==> src/rtl/uart_tx.sv <==
// ---------------------------------------------------------------------------
// uart_tx -- UART serializer sitting on the read side of an async FIFO.
//
// Pops bytes through the FIFO show-ahead read port (rdata is valid whenever
// rempty=0) and sends each one as: start bit, DSIZE data bits LSB first,
// optional parity bit, then one or two stop bits. Baud divisor and frame
// format are captured together with the byte at pop time, so changes to the
// configuration inputs mid-frame only affect the next frame.
//
// Ports:
//   rclk, rrst_n   read-domain clock and asynchronous active-low reset
//   tx_en          permits starting a new frame (a running frame completes)
//   baud_div       bit period = baud_div+1 rclk cycles
//   parity_en      append a parity bit after the data bits
//   parity_odd     1 = odd parity, 0 = even parity
//   two_stop       1 = two stop bits, 0 = one stop bit
//   rempty, rdata  FIFO empty flag and head word
//   rinc           combinational one-cycle pop strobe to the FIFO
//   txd            serial line, idle high (registered)
//   busy           high from START through the last stop bit (registered)
//   frame_done     pulse in the final cycle of the last stop bit (registered)
// ---------------------------------------------------------------------------
module uart_tx #(
  parameter int DSIZE     = 8,
  parameter int DIV_WIDTH = 16
) (
  input  logic                 rclk,
  input  logic                 rrst_n,
  input  logic                 tx_en,
  input  logic [DIV_WIDTH-1:0] baud_div,
  input  logic                 parity_en,
  input  logic                 parity_odd,
  input  logic                 two_stop,
  input  logic                 rempty,
  input  logic [DSIZE-1:0]     rdata,
  output logic                 rinc,
  output logic                 txd,
  output logic                 busy,
  output logic                 frame_done
);

  localparam int CW = (DSIZE > 1) ? $clog2(DSIZE) : 1;
  localparam logic [CW-1:0] LAST_BIT = CW'(DSIZE - 1);

  typedef enum logic [2:0] {
    IDLE   = 3'd0,
    START  = 3'd1,
    DATA   = 3'd2,
    PARITY = 3'd3,
    STOP   = 3'd4
  } state_t;

  // Parity of the captured byte; odd parity is the inverse of the XOR.
  function automatic logic calc_parity(input logic [DSIZE-1:0] d, input logic odd);
    return (^d) ^ odd;
  endfunction

  state_t               state_r, state_s;
  logic [DIV_WIDTH-1:0] baud_cnt_r, baud_cnt_s;
  logic [DIV_WIDTH-1:0] div_r, div_s;
  logic [CW-1:0]        bit_cnt_r, bit_cnt_s;
  logic                 stop_cnt_r, stop_cnt_s;
  logic [DSIZE-1:0]     shift_r, shift_s;
  logic                 par_bit_r, par_bit_s;
  logic                 par_en_r, par_en_s;
  logic                 two_stop_r, two_stop_s;
  logic                 txd_r, txd_s;
  logic                 busy_r, busy_s;
  logic                 done_r, done_s;
  logic                 bit_end_s;
  logic                 can_pop_s;
  logic                 load_s;

  // Next-state, counter and pop logic; output values are derived from the
  // next state so that txd/busy/frame_done can be registered without lag.
  always_comb begin
    state_s    = state_r;
    baud_cnt_s = baud_cnt_r;
    div_s      = div_r;
    bit_cnt_s  = bit_cnt_r;
    stop_cnt_s = stop_cnt_r;
    shift_s    = shift_r;
    par_bit_s  = par_bit_r;
    par_en_s   = par_en_r;
    two_stop_s = two_stop_r;
    load_s     = 1'b0;
    rinc       = 1'b0;
    txd_s      = 1'b1;
    busy_s     = 1'b0;
    done_s     = 1'b0;

    bit_end_s = (baud_cnt_r == DIV_WIDTH'(0));
    // rrst_n gating keeps the pop strobe quiet while reset is held.
    can_pop_s = tx_en & ~rempty & rrst_n;

    case (state_r)
      IDLE: begin
        if (can_pop_s) begin
          load_s = 1'b1;
        end else begin
          state_s = IDLE;
        end
      end
      START: begin
        if (bit_end_s) begin
          state_s    = DATA;
          baud_cnt_s = div_r;
          bit_cnt_s  = CW'(0);
        end else begin
          baud_cnt_s = baud_cnt_r - DIV_WIDTH'(1);
        end
      end
      DATA: begin
        if (bit_end_s) begin
          baud_cnt_s = div_r;
          shift_s    = shift_r >> 1;
          if (bit_cnt_r == LAST_BIT) begin
            state_s    = par_en_r ? PARITY : STOP;
            stop_cnt_s = 1'b0;
          end else begin
            bit_cnt_s = bit_cnt_r + CW'(1);
          end
        end else begin
          baud_cnt_s = baud_cnt_r - DIV_WIDTH'(1);
        end
      end
      PARITY: begin
        if (bit_end_s) begin
          state_s    = STOP;
          stop_cnt_s = 1'b0;
          baud_cnt_s = div_r;
        end else begin
          baud_cnt_s = baud_cnt_r - DIV_WIDTH'(1);
        end
      end
      STOP: begin
        if (bit_end_s) begin
          if (stop_cnt_r == two_stop_r) begin
            // Last stop cycle: chain straight into the next frame if possible.
            if (can_pop_s) begin
              load_s = 1'b1;
            end else begin
              state_s = IDLE;
            end
          end else begin
            stop_cnt_s = 1'b1;
            baud_cnt_s = div_r;
          end
        end else begin
          baud_cnt_s = baud_cnt_r - DIV_WIDTH'(1);
        end
      end
      default: begin
        state_s = IDLE;
      end
    endcase

    // Pop the FIFO head and latch the whole frame configuration with it.
    if (load_s) begin
      rinc       = 1'b1;
      state_s    = START;
      shift_s    = rdata;
      par_bit_s  = calc_parity(rdata, parity_odd);
      div_s      = baud_div;
      baud_cnt_s = baud_div;
      par_en_s   = parity_en;
      two_stop_s = two_stop;
    end else begin
      rinc = 1'b0;
    end

    case (state_s)
      IDLE:    txd_s = 1'b1;
      START:   txd_s = 1'b0;
      DATA:    txd_s = shift_s[0];
      PARITY:  txd_s = par_bit_s;
      STOP:    txd_s = 1'b1;
      default: txd_s = 1'b1;
    endcase

    busy_s = (state_s != IDLE);
    done_s = (state_s == STOP) && (baud_cnt_s == DIV_WIDTH'(0)) &&
             (stop_cnt_s == two_stop_s);
  end

  // State, datapath and registered output flops with async reset.
  always_ff @(posedge rclk or negedge rrst_n) begin
    if (!rrst_n) begin
      state_r    <= IDLE;
      baud_cnt_r <= DIV_WIDTH'(0);
      div_r      <= DIV_WIDTH'(0);
      bit_cnt_r  <= CW'(0);
      stop_cnt_r <= 1'b0;
      shift_r    <= DSIZE'(0);
      par_bit_r  <= 1'b0;
      par_en_r   <= 1'b0;
      two_stop_r <= 1'b0;
      txd_r      <= 1'b1;
      busy_r     <= 1'b0;
      done_r     <= 1'b0;
    end else begin
      state_r    <= state_s;
      baud_cnt_r <= baud_cnt_s;
      div_r      <= div_s;
      bit_cnt_r  <= bit_cnt_s;
      stop_cnt_r <= stop_cnt_s;
      shift_r    <= shift_s;
      par_bit_r  <= par_bit_s;
      par_en_r   <= par_en_s;
      two_stop_r <= two_stop_s;
      txd_r      <= txd_s;
      busy_r     <= busy_s;
      done_r     <= done_s;
    end
  end

  assign txd        = txd_r;
  assign busy       = busy_r;
  assign frame_done = done_r;

endmodule

==> config.mk <==
export PLATFORM = sky130hd
export DESIGN_NAME = uart_tx
export DESIGN_NICKNAME = d
export VERILOG_FILES = /design/src/rtl/uart_tx.sv
export SDC_FILE = /design/constraint.sdc
export NUM_CORES = 1
export LEC_CHECK = 0
export CAP_MARGIN = 15
export CELL_PAD_IN_SITES_DETAIL_PLACEMENT = 0
export CELL_PAD_IN_SITES_GLOBAL_PLACEMENT = 1
export CORE_UTILIZATION = 40
export CTS_CLUSTER_DIAMETER = 120
export CTS_CLUSTER_SIZE = 20
export DETAILED_ROUTE_END_ITERATION = 16
export PLACE_DENSITY = 0.79
export SYNTH_ARGS = -nofsm -noshare
export SYNTH_HDL_FRONTEND = slang
export SYNTH_SLANG_ARGS = --single-unit
==> constraint.sdc <==
create_clock -name rclk -period 3 [get_ports rclk]
set_input_delay 0.3 -clock rclk [delete_from_list [all_inputs] [get_ports rclk]]
set_output_delay 0.3 -clock rclk [all_outputs]
set_load 0.02 [all_outputs]
After elaboration in Yosys (flattened, before gate mapping)
Cells that the tools add are included.
{"block": "totals", "in_bits": 31, "wordCells": 82, "out_inout_bits": 4, "ff_bits": 53}
{"block": "op_classes", "n_eq_ne": 14, "addsub": 2, "mux": 36, "reduce_logical": 13, "bitwise": 4}
{"op": "two-way mux 16 bit", "n": 4}
{"op": "two-way mux 3 bit", "n": 12}
{"op": "zero test 16 bit", "n": 2}
{"op": "case mux 16 bit (2 select lines)", "n": 1}
{"op": "two-way mux 8 bit", "n": 3}
{"op": "subtractor 16 x 1 -> 16 bit (second input constant)", "n": 1}
{"op": "case mux 3 bit (5 select lines)", "n": 1}
{"op": "== test 3 x 2 -> 1 bit (second input constant)", "n": 4}
{"op": "two-way mux 1 bit", "n": 11}
{"op": "== test 3 bit (second input constant)", "n": 3}
{"op": "XOR reduction 8 bit", "n": 1}
{"op": "== test 3 x 1 -> 1 bit (second input constant)", "n": 2}
{"op": "!= test 2 bit (second input constant)", "n": 3}
{"op": "case mux 1 bit (3 select lines)", "n": 2}
{"op": "case mux 3 bit (2 select lines)", "n": 1}
{"op": "nonzero test 2 bit", "n": 3}
{"op": "AND reduction 4 bit", "n": 1}
{"op": "adder 3 x 1 -> 3 bit (second input constant)", "n": 1}
{"op": "zero test 3 bit", "n": 1}
{"op": "nonzero test 3 bit", "n": 1}
{"op": "OR reduction 3 bit", "n": 1}
{"op": "bitwise AND 1 bit", "n": 2}
{"op": "== test 1 bit", "n": 2}
{"op": "logical AND 1 bit", "n": 2}
{"op": "4 further kinds", "n": 4}

Logic depth before layout (Yosys ltp)
{"block": "logic_depth", "depth_word": 11, "depth_mapped": 12}

Worst setup path before layout
OpenSTA, ideal clock, no wires.
{"block": "synth_timing", "kind": "register -> register", "start": "register state_r[0]", "end": "register done_r (netlist: frame_done)", "slack_ns": 0.418, "synth_period_minus_slack_ns": 2.582, "stages_incl_launch_ff": 10, "t_required_ns": 2.904, "arrival_time_ns": 2.487, "n_path_buf": 1, "cell_sequence": "dfrtp_1 > buf_6 > or4b_4 > nor3b_4 > a21oi_4 > clkinv_4 > mux2_2 > xor2_1 > or4_1 > nor4_2"}
{"block": "synth_via", "word_cells_on_any_way": 25, "classes_between": "6 x eq/ne; 14 x mux; 5 x reduce/logical"}
{"element": "start, declared", "line": "58", "text": "state_t state_r, state_s;"}
{"element": "start signal, assigned", "line": "202", "text": "state_r <= state_s;"}
{"element": "== test 3 bit / zero test 3 bit (equally long branches)", "line": "96", "text": "case (state_r)"}
{"element": "case mux 1 bit (2 select lines) *", "line": "96"}
{"element": "two-way mux 1 bit *", "line": "159", "text": "if (load_s) begin"}
{"element": "net two_stop_s", "line": "66", "text": "logic two_stop_r, two_stop_s;"}
{"element": "== test 1 bit *", "line": "183", "text": "(stop_cnt_s == two_stop_s);"}
{"element": "logical AND 1 bit *", "line": "182", "text": "done_s = (state_s == STOP) && (baud_cnt_s == DIV_WIDTH'(0)) &&"}
{"element": "net done_s", "line": "69", "text": "logic done_r, done_s;"}
{"element": "end signal, assigned", "line": "213", "text": "done_r <= done_s;"}
{"element": "end, declared", "line": "69"}
The timed path passes the listed nets; every way through them passes the cells marked *.
A chain may end at the register's enable or synchronous reset.

Final worst setup path
{"block": "layout_timing", "start": "register baud_cnt_r[1]", "end": "register done_r (netlist: frame_done)"}
{"block": "layout_via", "elab_chain_len": 7, "word_cells_on_any_way": 25, "classes_between": "1 x add/sub; 2 x eq/ne; 18 x mux; 4 x reduce/logical"}
{"element": "start, declared", "line": "59", "text": "logic [DIV_WIDTH-1:0] baud_cnt_r, baud_cnt_s;"}
{"element": "start signal, assigned", "line": "203", "text": "baud_cnt_r <= baud_cnt_s;"}
{"element": "subtractor 16 x 1 -> 16 bit (tied with other cells)"}
{"element": "two-way mux 16 bit (tied with other cells)", "line": "137", "text": "if (bit_end_s) begin"}
{"element": "case mux 16 bit (2 select lines) (tied with other cells)", "line": "96"}
{"element": "two-way mux 16 bit / two-way mux 3 bit (equally long branches)", "line": "159"}
{"element": "zero test 16 bit / == test 3 bit (equally long branches)", "line": "182"}
{"element": "logical AND 1 bit", "line": "182"}
{"element": "logical AND 1 bit *", "line": "182"}
{"element": "net done_s", "line": "69"}
Marks and branches as above.

==> out/qor.csv <==
metric,value,unit
die height,91.1,um
CTS root buf,clkbuf_8,
Detailed Place HPWL,6240,um
"most common cell after layout, fill and taps aside",nand2_1,
"Cell Area, Synth",3180,sq um
WS Path Type,reg -> reg,
DR DRC count,0,
net count after synthesis,406,
Clock Path Buffers,2,
Antenna Violating Nets Remaining,0,
final-report hold violation count,0,
Sink Count,53,
detailed-route via count,2844,
leakage power,1.76,nW
TritonCTS clock tree,built,
Clock Latency Late Sink,310,ps
vias per inst,5.43,
fin area,3930,sq um
clk slew on worst S/H paths,100,ps
GPL Wtd Cong,0.916,
drt first-iter violations,189,
transition time of the tightest slew-check pin,781,ps
Slew Limit Fails,0,
nets,457,
Worst VDD drop,0.204,mV
vias in the first global route,2918,
drt total wl,8370,um
row count,32,
"flops & latches, synth",53,
library cells used by synthesis,65,
Worst Path Arrival,3090,ps
first-pass GRT wire length,14500,um
Finished Layout Cells,524,
sequential cell area fraction in the yosys report,0.418,
count of flip-flops with a built-in enable after synthesis,0,
FF-to-FF Start,baud_cnt_r[1],
diodes inserted,0,
RSZ-0062 raised after global routing,no,
Ports,35,
crit path max fanout,14,
Final setup viols,0,
Power Density,486,nW/um^2
hold-fix buffers at CTS,0,
Die W,91.1,um
MaxCap Viol Count,0,
drt pass-1 iters,4,
largest net degree at the start of global routing,37,
CP endpoint kind,flop,
initial antenna violation count,0,
status,finished clean,
final core utilization,0.511,
Mapped Cells,370,
crit path time final,2870,ps
total core area,7690,sq um
gr ovfl total,0,
Hold Path Class,in -> async,
Rel. slew slack,0.477,
CP Launch Point,baud_cnt_r[1],
f_max,0.348,GHz
Clock Skews,5.71,ps
yosys warns,0,
die area,8300,sq um
area of placed instances,3780,sq um
Avg Inst Size Synth,8.59,sq um
initial core utilization,0.413,
drt wl/cell,16.0,um
Layout area overhead,23.7,%
H-tree depth,2,
most frequent cells in the layout,"nand2_1, dfrtp_1, clkdlybuf4s50_1",
fin crit share,0.958,
Synth Flop Type,dfrtp_1,
port buffer count,34,
ys async rst share,1.00,
total CTS buffers,5,
layout cells sized above 1,0.140,
Critical Path Start Type,flop,
total track usage,0.222,
CP required,3220,ps
dpl cells,515,
worst max-delay path, stage by stage (launching register included):
cell and delay, ps:
dfrtp_1 420, inv_1 90, ha_1 180, nor3b_2 160
and4_4 230, a21oi_4 230, clkinv_4 150, buf_4 200
a221o_1 350, or4_4 540, nor4_2 220
kinds of logic (layout without fill, tap and decap cells):
logic type,after synthesis,in the layout,share of synthesized area
AOI/OAI and AO/OA,75,75,0.165
muxes,4,4,0.0134
and+or+nand+nor,191,191,0.312
buffers and inverters,32,84,0.0445
DFF,53,53,0.418
xor gates and xnor gates,10,10,0.0276
adders and majority gates,5,5,0.0197
power breakdown:
group	total [mW]	switching, mW	internal, mW
Combinational	0.469	0.240	0.229
Sequential	0.860	0.0818	0.779
Clock	0.578	0.246	0.332
sequential cells by signal, indices dropped and copies added (netlist names):
register and cells:
stop_cnt_r 1, div_r 16, par_bit_r 1, busy 1, txd 1, frame_done 1, shift_r 8, par_en_r 1
state_r 3, two_stop_r 1, baud_cnt_r 16, bit_cnt_r 3
final timing paths:
kind	slack (ps)	endpoint	cells after the start
max in group asynchronous	2560	baud_cnt_r[12]	2
worst max-delay path	130	frame_done	10
worst min-delay path	20	shift_r[6]	2
min in group rclk	480	div_r[2]	2
worst min register to register	480	div_r[2]	2
worst max register to register	130	frame_done	10
cell type report:
class	count	area (sq um)
Clock buffer	5	68.8
Clock inverter	3	65.1
Fill cell	754	3760
Inverter	12	50.0
Multi-Input combinational cell	285	1720
Sequential cell	53	1330
Tap cell	102	128
Timing Repair Buffer	64	573
synthesized netlist by cell type (3+ instances only):
| master | n | area, sq um |
|---|---|---|
| o21ai_0 | 13 | 65.1 |
| or3_1 | 8 | 50.1 |
| a21oi_1 | 12 | 60.1 |
| a31oi_1 | 4 | 25.0 |
| nand4b_1 | 4 | 35.0 |
| or4_1 | 5 | 37.5 |
| nand4_1 | 7 | 43.8 |
| ha_1 | 5 | 62.6 |
| nor2_1 | 21 | 78.8 |
| dfrtp_1 | 52 | 1300 |
| a22oi_1 | 7 | 52.6 |
| xnor2_1 | 7 | 61.3 |
| clkbuf_1 | 12 | 45.0 |
| nand3_1 | 7 | 35.0 |
| a221oi_1 | 4 | 35.0 |
| a21o_1 | 4 | 30.0 |
| nor4_1 | 6 | 37.5 |
| a21boi_0 | 4 | 30.0 |
| and3_1 | 5 | 31.3 |
| nand2_1 | 90 | 338 |
| xor2_1 | 3 | 26.3 |
| inv_1 | 11 | 41.3 |
| buf_2 | 4 | 20.0 |
| nor3_1 | 17 | 85.1 |
metrics by stage:
step	hold slack, ps	setup TNS, ps	power, mW	setup WS [ps]
final	16.1	0	1.91	127
after global routing	23.5	0	2.01	11.2
after CTS	15.1	0	1.92	108
after detailed placement	361	-78.2	1.33	-78.2
after global placement	352	-25.0	1.33	-25.0
after floorplan	4.41	0	1.13	418
layer usage:
| metal | track usage | up-vias | part of all wire |
|---|---|---|---|
| li1 | - | 1433 | - |
| met2 | 0.348 | 56 | 0.44 |
| met4 | 0.0688 | 0 | 0.018 |
| met3 | 0.0427 | 11 | 0.049 |
| met5 | 0 | - | 0 |
| met1 | 0.309 | 1344 | 0.50 |
timing repair:
action | 4_1_cts | 5_1_grt
setup endpoints to repair | 0 | 1
resized for setup | 0 | 2
setup buffers | 0 | 1
Note: power is estimated with default switching activity, not from simulation.
